<file path="src/rtl/dmi_arbiter.sv">
// Round-robin arbiter sharing one core-side DMI port between NumReq requesters, one transaction
// outstanding. Optional WAIT watchdog compiled in with `define DMI_ARBITER_WATCHDOG_EN.
module dmi_arbiter #(
  parameter int unsigned NumReq        = 2,
  parameter int unsigned TimeoutCycles = 1024,
  // dmi_req_t packs {addr[6:0], op[1:0], data[31:0]}; dmi_resp_t packs {data[31:0], resp[1:0]}.
  localparam int unsigned ReqW  = 41,
  localparam int unsigned RespW = 34,
  localparam int unsigned IdxW  = $clog2(NumReq)
) (
  input  logic                   clk_i,
  input  logic                   rst_i,
  input  logic [NumReq-1:0]      req_valid_i,
  output logic [NumReq-1:0]      req_ready_o,
  input  logic [NumReq*ReqW-1:0] req_i,
  output logic [NumReq-1:0]      resp_valid_o,
  input  logic [NumReq-1:0]      resp_ready_i,
  output logic [RespW-1:0]       resp_o,
  output logic [ReqW-1:0]        dmi_req_o,
  output logic                   dmi_req_valid_o,
  input  logic                   dmi_req_ready_i,
  input  logic [RespW-1:0]       dmi_resp_i,
  input  logic                   dmi_resp_valid_i,
  output logic                   dmi_resp_ready_o,
  output logic [IdxW-1:0]        owner_o,
  output logic                   busy_o,
  output logic                   stray_o,
  output logic                   timeout_o
);

  typedef enum logic [1:0] {
    StIdle,
    StReq,
    StWait,
    StResp
  } state_e;

  state_e            state_q, state_d;
  logic [IdxW-1:0]   rr_ptr_q, rr_ptr_d;
  logic [IdxW-1:0]   owner_q, owner_d;
  logic [ReqW-1:0]   req_q, req_d;
  logic [RespW-1:0]  resp_q, resp_d;

  logic              grant_found;
  logic [IdxW-1:0]   grant_idx;

`ifdef DMI_ARBITER_WATCHDOG_EN
  localparam int unsigned CntW = $clog2(TimeoutCycles + 1);
  logic [CntW-1:0]   cnt_q, cnt_d;
  logic              timeout_q, timeout_d;
`endif

  // First valid requester at or above rr_ptr_q, wrapping around.
  always_comb begin
    logic [IdxW-1:0] cand;
    grant_found = 1'b0;
    grant_idx   = '0;
    cand        = '0;
    for (int unsigned i = 0; i < NumReq; i++) begin
      cand = IdxW'((32'(rr_ptr_q) + i) % NumReq);
      if (!grant_found && req_valid_i[cand]) begin
        grant_found = 1'b1;
        grant_idx   = cand;
      end
    end
  end

  always_comb begin
    state_d          = state_q;
    rr_ptr_d         = rr_ptr_q;
    owner_d          = owner_q;
    req_d            = req_q;
    resp_d           = resp_q;
    req_ready_o      = '0;
    resp_valid_o     = '0;
    dmi_req_valid_o  = 1'b0;
    dmi_resp_ready_o = 1'b0;
    stray_o          = 1'b0;
`ifdef DMI_ARBITER_WATCHDOG_EN
    cnt_d            = cnt_q;
    timeout_d        = 1'b0;
`endif

    unique case (state_q)
      StIdle: begin
        dmi_resp_ready_o = 1'b1;
        stray_o          = dmi_resp_valid_i;
        if (grant_found) begin
          req_ready_o[grant_idx] = 1'b1;
          req_d                  = req_i[grant_idx*ReqW +: ReqW];
          owner_d                = grant_idx;
          if (32'(grant_idx) == NumReq - 1) begin
            rr_ptr_d = '0;
          end else begin
            rr_ptr_d = grant_idx + 1'b1;
          end
          state_d = StReq;
        end
      end
      StReq: begin
        dmi_req_valid_o = 1'b1;
        if (dmi_req_ready_i) begin
          state_d = StWait;
`ifdef DMI_ARBITER_WATCHDOG_EN
          cnt_d   = '0;
`endif
        end
      end
      StWait: begin
        dmi_resp_ready_o = 1'b1;
        if (dmi_resp_valid_i) begin
          resp_d  = dmi_resp_i;
          state_d = StResp;
`ifdef DMI_ARBITER_WATCHDOG_EN
        end else if (cnt_q == CntW'(TimeoutCycles - 1)) begin
          // Abort with a DTM error; a real response in this same cycle takes priority above.
          resp_d    = {32'h0, 2'h2};
          timeout_d = 1'b1;
          state_d   = StResp;
        end else begin
          cnt_d = cnt_q + 1'b1;
`endif
        end
      end
      StResp: begin
        resp_valid_o[owner_q] = 1'b1;
        if (resp_ready_i[owner_q]) begin
          state_d = StIdle;
        end
      end
      default: state_d = StIdle;
    endcase

    if (rst_i) begin
      req_ready_o      = '0;
      resp_valid_o     = '0;
      dmi_req_valid_o  = 1'b0;
      dmi_resp_ready_o = 1'b0;
      stray_o          = 1'b0;
    end
  end

  always_ff @(posedge clk_i) begin
    if (rst_i) begin
      state_q   <= StIdle;
      rr_ptr_q  <= '0;
      owner_q   <= '0;
      req_q     <= '0;
      resp_q    <= '0;
`ifdef DMI_ARBITER_WATCHDOG_EN
      cnt_q     <= '0;
      timeout_q <= 1'b0;
`endif
    end else begin
      assert (NumReq >= 2 && TimeoutCycles >= 2);
      state_q   <= state_d;
      rr_ptr_q  <= rr_ptr_d;
      owner_q   <= owner_d;
      req_q     <= req_d;
      resp_q    <= resp_d;
`ifdef DMI_ARBITER_WATCHDOG_EN
      cnt_q     <= cnt_d;
      timeout_q <= timeout_d;
`endif
    end
  end

  assign dmi_req_o = req_q;
  assign resp_o    = resp_q;
  assign owner_o   = owner_q;
  assign busy_o    = (state_q != StIdle) && !rst_i;

`ifdef DMI_ARBITER_WATCHDOG_EN
  assign timeout_o = timeout_q && !rst_i;
`else
  assign timeout_o = 1'b0;
`endif

endmodule

</file>
<file path="config.mk">
export PLATFORM = sky130hd
export DESIGN_NAME = dmi_arbiter
export DESIGN_NICKNAME = d
export VERILOG_FILES = /design/src/rtl/dmi_arbiter.sv
export SDC_FILE = /design/constraint.sdc
export NUM_CORES = 1
export LEC_CHECK = 0
export BUFFER_PORTS_ARGS = -buffer_cell sky130_fd_sc_hd__buf_2
export CAP_MARGIN = 0
export CORE_ASPECT_RATIO = 0.8
export CORE_MARGIN = 2
export CORE_UTILIZATION = 43
export CTS_CLUSTER_DIAMETER = 30
export CTS_CLUSTER_SIZE = 8
export DETAILED_ROUTE_END_ITERATION = 10
export GPL_ROUTABILITY_DRIVEN = 1
export PLACE_DENSITY = 0.8
export SLEW_MARGIN = 20
export SYNTH_ARGS = -nofsm -noshare
export SYNTH_HDL_FRONTEND = slang
export SYNTH_SLANG_ARGS = --single-unit
</file>
<file path="constraint.sdc">
create_clock -name clk_i -period 1.96 [get_ports clk_i]
set_input_delay 0.392 -clock clk_i [delete_from_list [all_inputs] [get_ports clk_i]]
set_output_delay 0.392 -clock clk_i [all_outputs]
set_load 0.1 [all_outputs]
</file>
==> impl_metrics.ini, run 1 <==
[pwr]
p_comb_share_pct = 57.3
powerDensity_mw_per_mm2 = 1626
peakVddDrop_mv = 1.146
clockPowerShare_pct = 15.2
leakagePower_nw = 2.237
power_frac_seq_pct = 27.5
power.internal_mw = 3.530
netSwitchingFraction_pct = 55.29
p_switching_mw = 4.365

[route]
vias = 3530
final_antenna_net_count = 0
wl_per_cell_um = 14.38
drt_iter0_drc = 104
totalWireLength_mm = 9.765
drc = 0
drtPass1Iterations = 4
routed_via_density = 5.199

[global_route]
grt_pass1_vias = 3478
grt.met2_usage_pct = 41.18
antenna_found_initial = 0
grt_max_degree = 44
grt_usage_pct = 22.66
overflow = 0
grt_pass1_wl_mm = 15.57
grt_use_met3_pct = 7.155
grt.busiest_layer = met2
grtUsageMet1_pct = 24.42

[clock_network]
path_clk_slew_ns = 0.08
cts_tree = yes
ctsLongestPathBuffers = 2
cts_buffers = 9
cts.sinks = 79
clockRootBuffer = clkbuf_8
htreeDepth = 3
clock_latency_ns = 0.34

[final_layout]
finalInstanceArea_mm2 = 0.004856
stdcell_count = 679
fin_nets = 697
area_growth_pct = 44.65
nFillCells = 644
layout-drive-gt1-share_pct = 46.95
multi_input_area_mm2 = 0.001625
fin_util_pct = 64.77
seq_area_mm2 = 0.001585

[setup_path]
required_ns = 1.57
r2r-end = dmi_req_o[32]$_SDFFE_PP0P_
worstSetupPathType = reg -> out
cp_max_fo = 4
rrSetupSlack_ns = 0.38
cp-end-kind = output pin
critPathArrivalTime_ns = 1.50
crit_path_start_kind = flop
ff2ff_path_depth = 7
r2r-start = state_q[1]$_SDFFE_PP0P_

[placement]
post-place-ws_ns = 0.2645
io_buffers = 207
placed_cell_area_mm2 = 0.004624
placedCellCount = 660
hpwl_mm = 7.342
gp_congestion = 0.8013

[hold_path]
hp-start = req_i[58]
hold_depth = 2
min_to = dmi_req_o[17]$_SDFFE_PP0P_
hp-class = in -> reg

[floorplan]
core.rowCount = 28
die_x_um = 102.8
die_area_mm2 = 0.008534
die_h_um = 83.03
num_io_pins = 209
start_util_pct = 44.78
core-area_mm2 = 0.007497

[timing]
rsz0062_at_grt = false
slew_viol_final = 0
fin_crit_sh_pct = 96.48
max_freq_mhz = 528.8
final-setup-viol-count = 0
fin_ws_ns = 0.06891
hold_violations = 0
tns_ns = 0
fin_skew_ns = 0.005873
min_period_ns = 1.891

[synth]
synth_area_mm2 = 0.003357
ys_seq_elements = 79
syn-num-nets = 495
synth.distinct_cells = 31
synth_area_leader_cell = dfxtp_1
syn_avg_cell_area_um2 = 9.172
ys_warn_count = 0
yosysSeqAreaShare_pct = 47.11
synthTopCellsByArea = dfxtp_1, nand2_1, nor3b_1
synth_top_area_share_pct = 47.11
postSynthCellCount = 366

[flow_run]
maxCapViolations = 0

[status]
status = finished, final reports clean
-- synthesized netlist by cell type, drive strengths merged --
master   instances
conb             1
nand3b          17
ha               5
a311oi          16
mux2i            3
dfxtp           79
and2             1
clkbuf          14
a2111oi          1
o21a             1
o21bai           1
nor2b            4
nand2b           3
a21o             2
a221o           25
a21oi           35
and3b            2
nand2           69
o21ai           16
nor4b            1
nor3b           27
inv              3
nor2            20
buf             20
-- worst max path at each step --
stage	startpoint	to	slack, ns	depth (start not counted)
after global routing	state_q[0]$_SDFFE_PP0P_	stray_o	0.006	5
final	state_q[1]$_SDFFE_PP0P_	req_ready_o[1]	0.07	4
after floorplan	rst_i	resp_valid_o[0]	-0.23	4
after global placement	req_valid_i[1]	req_ready_o[1]	0.26	4
after detailed placement	req_valid_i[1]	req_ready_o[1]	0.26	4
after CTS	state_q[0]$_SDFFE_PP0P_	req_ready_o[1]	0.02	4
-- layout by cell type (no fill, tap or decap), types with 4 or more instances in the layout --
master    count
buf_12        9
o21ai_0      16
a21oi_1      34
a311oi_1     16
nand2_1      69
dfxtp_1      76
buf_2       199
a221o_2       9
ha_1          4
nand3b_1     17
clkbuf_8      9
a221o_1      16
nor2_1       17
buf_4        17
nor3b_1      26
-- timing repair --
action,CTS,global route
setup buffers,2,0
hold buffers,0,0
setup endpoints to repair,3,4
pin swaps,1,0
resized for setup,5,2
-- worst max-delay path, cell delays in order, from the launching register on --
cell and delay, ns:
dfxtp_2 0.35, inv_2 0.09, ha_4 0.15, nor4b_4 0.33, buf_12 0.23
-- registers in the layout, summed over array words and instances (netlist names) --
| name | cells |
|---|---|
| dmi_req_o | 41 |
| resp_o | 34 |
| rr_ptr_q | 1 |
| state_q | 2 |
| owner_o | 1 |
-- power groups by stage --
stage | registers [mW] | clock network, mW | logic [mW]
after floorplan | 4.68 | 0 | 1.18
after global placement | 2.19 | 0 | 4.45
after detailed placement | 2.20 | 0 | 4.50
after CTS | 2.17 | 1.24 | 4.54
after global routing | 2.22 | 1.30 | 4.71
final | 2.17 | 1.20 | 4.52
-- logic make-up (layout without fill, tap and decap cells) --
kind of cell | after synthesis | after routing | synth area share, %
adder cells (fa/ha/maj) | 5 | 5 | 1.864
other | 1 | 2 | 0.1117
AO/OA/AOI/OAI | 97 | 97 | 21.43
buffers and inverters | 37 | 244 | 5.852
multiplexers | 3 | 3 | 0.8946
AND/OR/NAND/NOR | 144 | 144 | 22.74
flip-flops | 79 | 79 | 47.11
-- metal layers --
layer	up-vias	share of wire (%)
met4	0	2.2
met3	17	8.7
met2	140	50
met1	1656	39
li1	1717	-
met5	-	0
-- final cells by class --
| class | count | share of cell area, % |
|---|---|---|
| multi-input cells | 250 | 33.47 |
| diodes | 1 | 0.05153 |
| clock buffers | 9 | 2.551 |
| flip-flops and latches | 79 | 32.65 |
| well taps | 105 | 2.705 |
| inverters | 3 | 0.2319 |
| repair buffers | 225 | 26.85 |
| clock inverters | 7 | 1.494 |
-- stage by stage --
| stage | hold WS, ns | total power, mW |
|---|---|---|
| global placement | 0.4385 | 6.638 |
| finish | 0.2656 | 7.895 |
| global route | 0.2464 | 8.236 |
| detailed placement | 0.4447 | 6.705 |
| floorplan | 0.4819 | 5.867 |
| CTS | 0.2446 | 7.954 |
(Power assumes the default switching activity.)
==> inputs of run 2 (changes only) <==
--- a/config.mk
+++ b/config.mk
@@ -14,8 +14,8 @@
 export CTS_CLUSTER_SIZE = 8
 export DETAILED_ROUTE_END_ITERATION = 10
 export GPL_ROUTABILITY_DRIVEN = 1
-export PLACE_DENSITY = 0.8
-export SLEW_MARGIN = 20
+export PLACE_DENSITY_LB_ADDON = 0.12
+export SLEW_MARGIN = 5
 export SYNTH_ARGS = -nofsm -noshare
 export SYNTH_HDL_FRONTEND = slang
 export SYNTH_SLANG_ARGS = --single-unit
==> run 2 against run 1 <==
Power grew 0.73%. Maximum frequency increased by 0.39%. Largest cell class unchanged. Highest routed layer unchanged. Critical path type unchanged. Final area barely moved. Clock power increased by 8%.
==> impl_metrics.ini, run 2 (synthesized netlist as in run 1, its figures left out) <==
[status]
status = finished, final reports clean

[pwr]
netSwitchingFraction_pct = 54.83
report.power.total_mw = 7.953
power_frac_seq_pct = 27.2
clockPowerShare_pct = 16.2
peakVddDrop_mv = 0.9191
powerDensity_mw_per_mm2 = 1639
p_comb_share_pct = 56.5
power.internal_mw = 3.593
p_switching_mw = 4.360
leakagePower_nw = 2.241

[route]
wl_per_cell_um = 14.23
vias = 3435
drt_iter0_drc = 74
drtPass1Iterations = 4
final_antenna_net_count = 0
totalWireLength_mm = 9.631
drc = 0
routed_via_density = 5.074

[setup_path]
cp_max_fo = 4
critical-path-top-delay-family = flip-flops
crit_path_start_kind = flop
crit_path_cell_trace = inv_2, ha_4, nor4b_4, buf_12
required_ns = 1.57
crit_slowest_cell = dfxtp_2
cp-end-kind = output pin
critPathArrivalTime_ns = 1.49
critical_path_buf_inv_count = 2
cpPeakStageDelay_ns = 0.35
worstSetupPathType = reg -> out

[floorplan]
die_area_mm2 = 0.008534
die_x_um = 102.8
start_util_pct = 44.78
core.rowCount = 28
num_io_pins = 209
die_h_um = 83.03
core-area_mm2 = 0.007497

[timing]
max_freq_mhz = 530.8
tns_ns = 0
fin_crit_sh_pct = 96.11
whs_ns = 0.2521
rsz0062_at_grt = false
hold_violations = 0
final-setup-viol-count = 0
min_period_ns = 1.884
slew_viol_final = 0
fin_skew_ns = 0.01519
fin_ws_ns = 0.07622

[placement]
gp_congestion = 0.7888
placedCellCount = 660
hpwl_mm = 7.280
placed_cell_area_mm2 = 0.004609
io_buffers = 207
post-place-ws_ns = 0.2629

[final_layout]
mostFrequentLayoutCell = buf_2
stdcell_count = 677
finalInstanceArea_mm2 = 0.004852
fin_nets = 696
antennaDiodeCount = 0
area_growth_pct = 44.54
largest_reg_flops = 41
fin_util_pct = 64.72
nFillCells = 692
layout-drive-gt1-share_pct = 46.85
final_cell_mix = buf_2, dfxtp_1, nand2_1

[global_route]
grt_max_degree = 37
grt_usage_pct = 22.32
overflow = 0
grt_pass1_vias = 3258
antenna_found_initial = 0
grt_pass1_wl_mm = 15.37

[clock_network]
htreeDepth = 3
clock_latency_ns = 0.36
clockRootBuffer = clkbuf_8
cts.sinks = 79
cts_buffers = 9
cts_tree = yes
ctsLongestPathBuffers = 2
path_clk_slew_ns = 0.09

[hold_path]
hp-class = in -> reg

[flow_run]
maxCapViolations = 0
run 2: repair_timing:
item	CTS	global route
endpoints found under the hold margin	0	0
endpoints found under the setup margin	4	4
gates cloned	0	0
setup buffers	1	0
hold buffers	0	0
resized for setup	7	1
run 2: path summary, 6_finish.rpt:
| kind | from | endpoint | slack [ns] | cells after the start |
|---|---|---|---|---|
| setup / recovery | state_q[0]$_SDFFE_PP0P_ | req_ready_o[1] | 0.08 | 4 |
| hold / removal | req_i[28] | dmi_req_o[28]$_SDFFE_PP0P_ | 0.25 | 2 |
| setup reg to reg | state_q[0]$_SDFFE_PP0P_ | dmi_req_o[16]$_SDFFE_PP0P_ | 0.39 | 6 |
| hold reg to reg | resp_o[14]$_SDFFE_PP0P_ | resp_o[14]$_SDFFE_PP0P_ | 0.45 | 2 |
run 2: layout make-up:
cell class	instances	area [um2]	share of cell area, %
repair buffers	224	1284	26.46
clock buffers	11	151.4	3.120
inverters	3	11.26	0.2321
clock inverters	5	63.81	1.315
flip-flops and latches	79	1585	32.67
well taps	105	131.4	2.708
multi-input cells	250	1625	33.50
run 2: power by group through the flow:
| stage | sequential, mW | clock [mW] | combinational (mW) |
|---|---|---|---|
| after CTS | 2.16 | 1.33 | 4.52 |
| after global placement | 2.18 | 0 | 4.46 |
| after floorplan | 4.68 | 0 | 1.18 |
| after global routing | 2.21 | 1.39 | 4.69 |
| after detailed placement | 2.19 | 0 | 4.49 |
| final | 2.17 | 1.29 | 4.50 |
run 2: routing by layer:
metal / up-vias / GRT usage (%) / routed length, um
met5: - / 0 / 0
met4: 0 / 6.340 / 157
met3: 16 / 8.502 / 892
met2: 132 / 38.09 / 4562
met1: 1581 / 25.84 / 4018
li1: 1706 / - / -
run 2: worst register-to-register path, cell delays in order, from the launching register on:
cell,delay (ns)
dfxtp_2,0.35
inv_2,0.09
ha_4,0.16
o21a_2,0.28
buf_4,0.23
nor3b_1,0.07
a221o_2,0.31
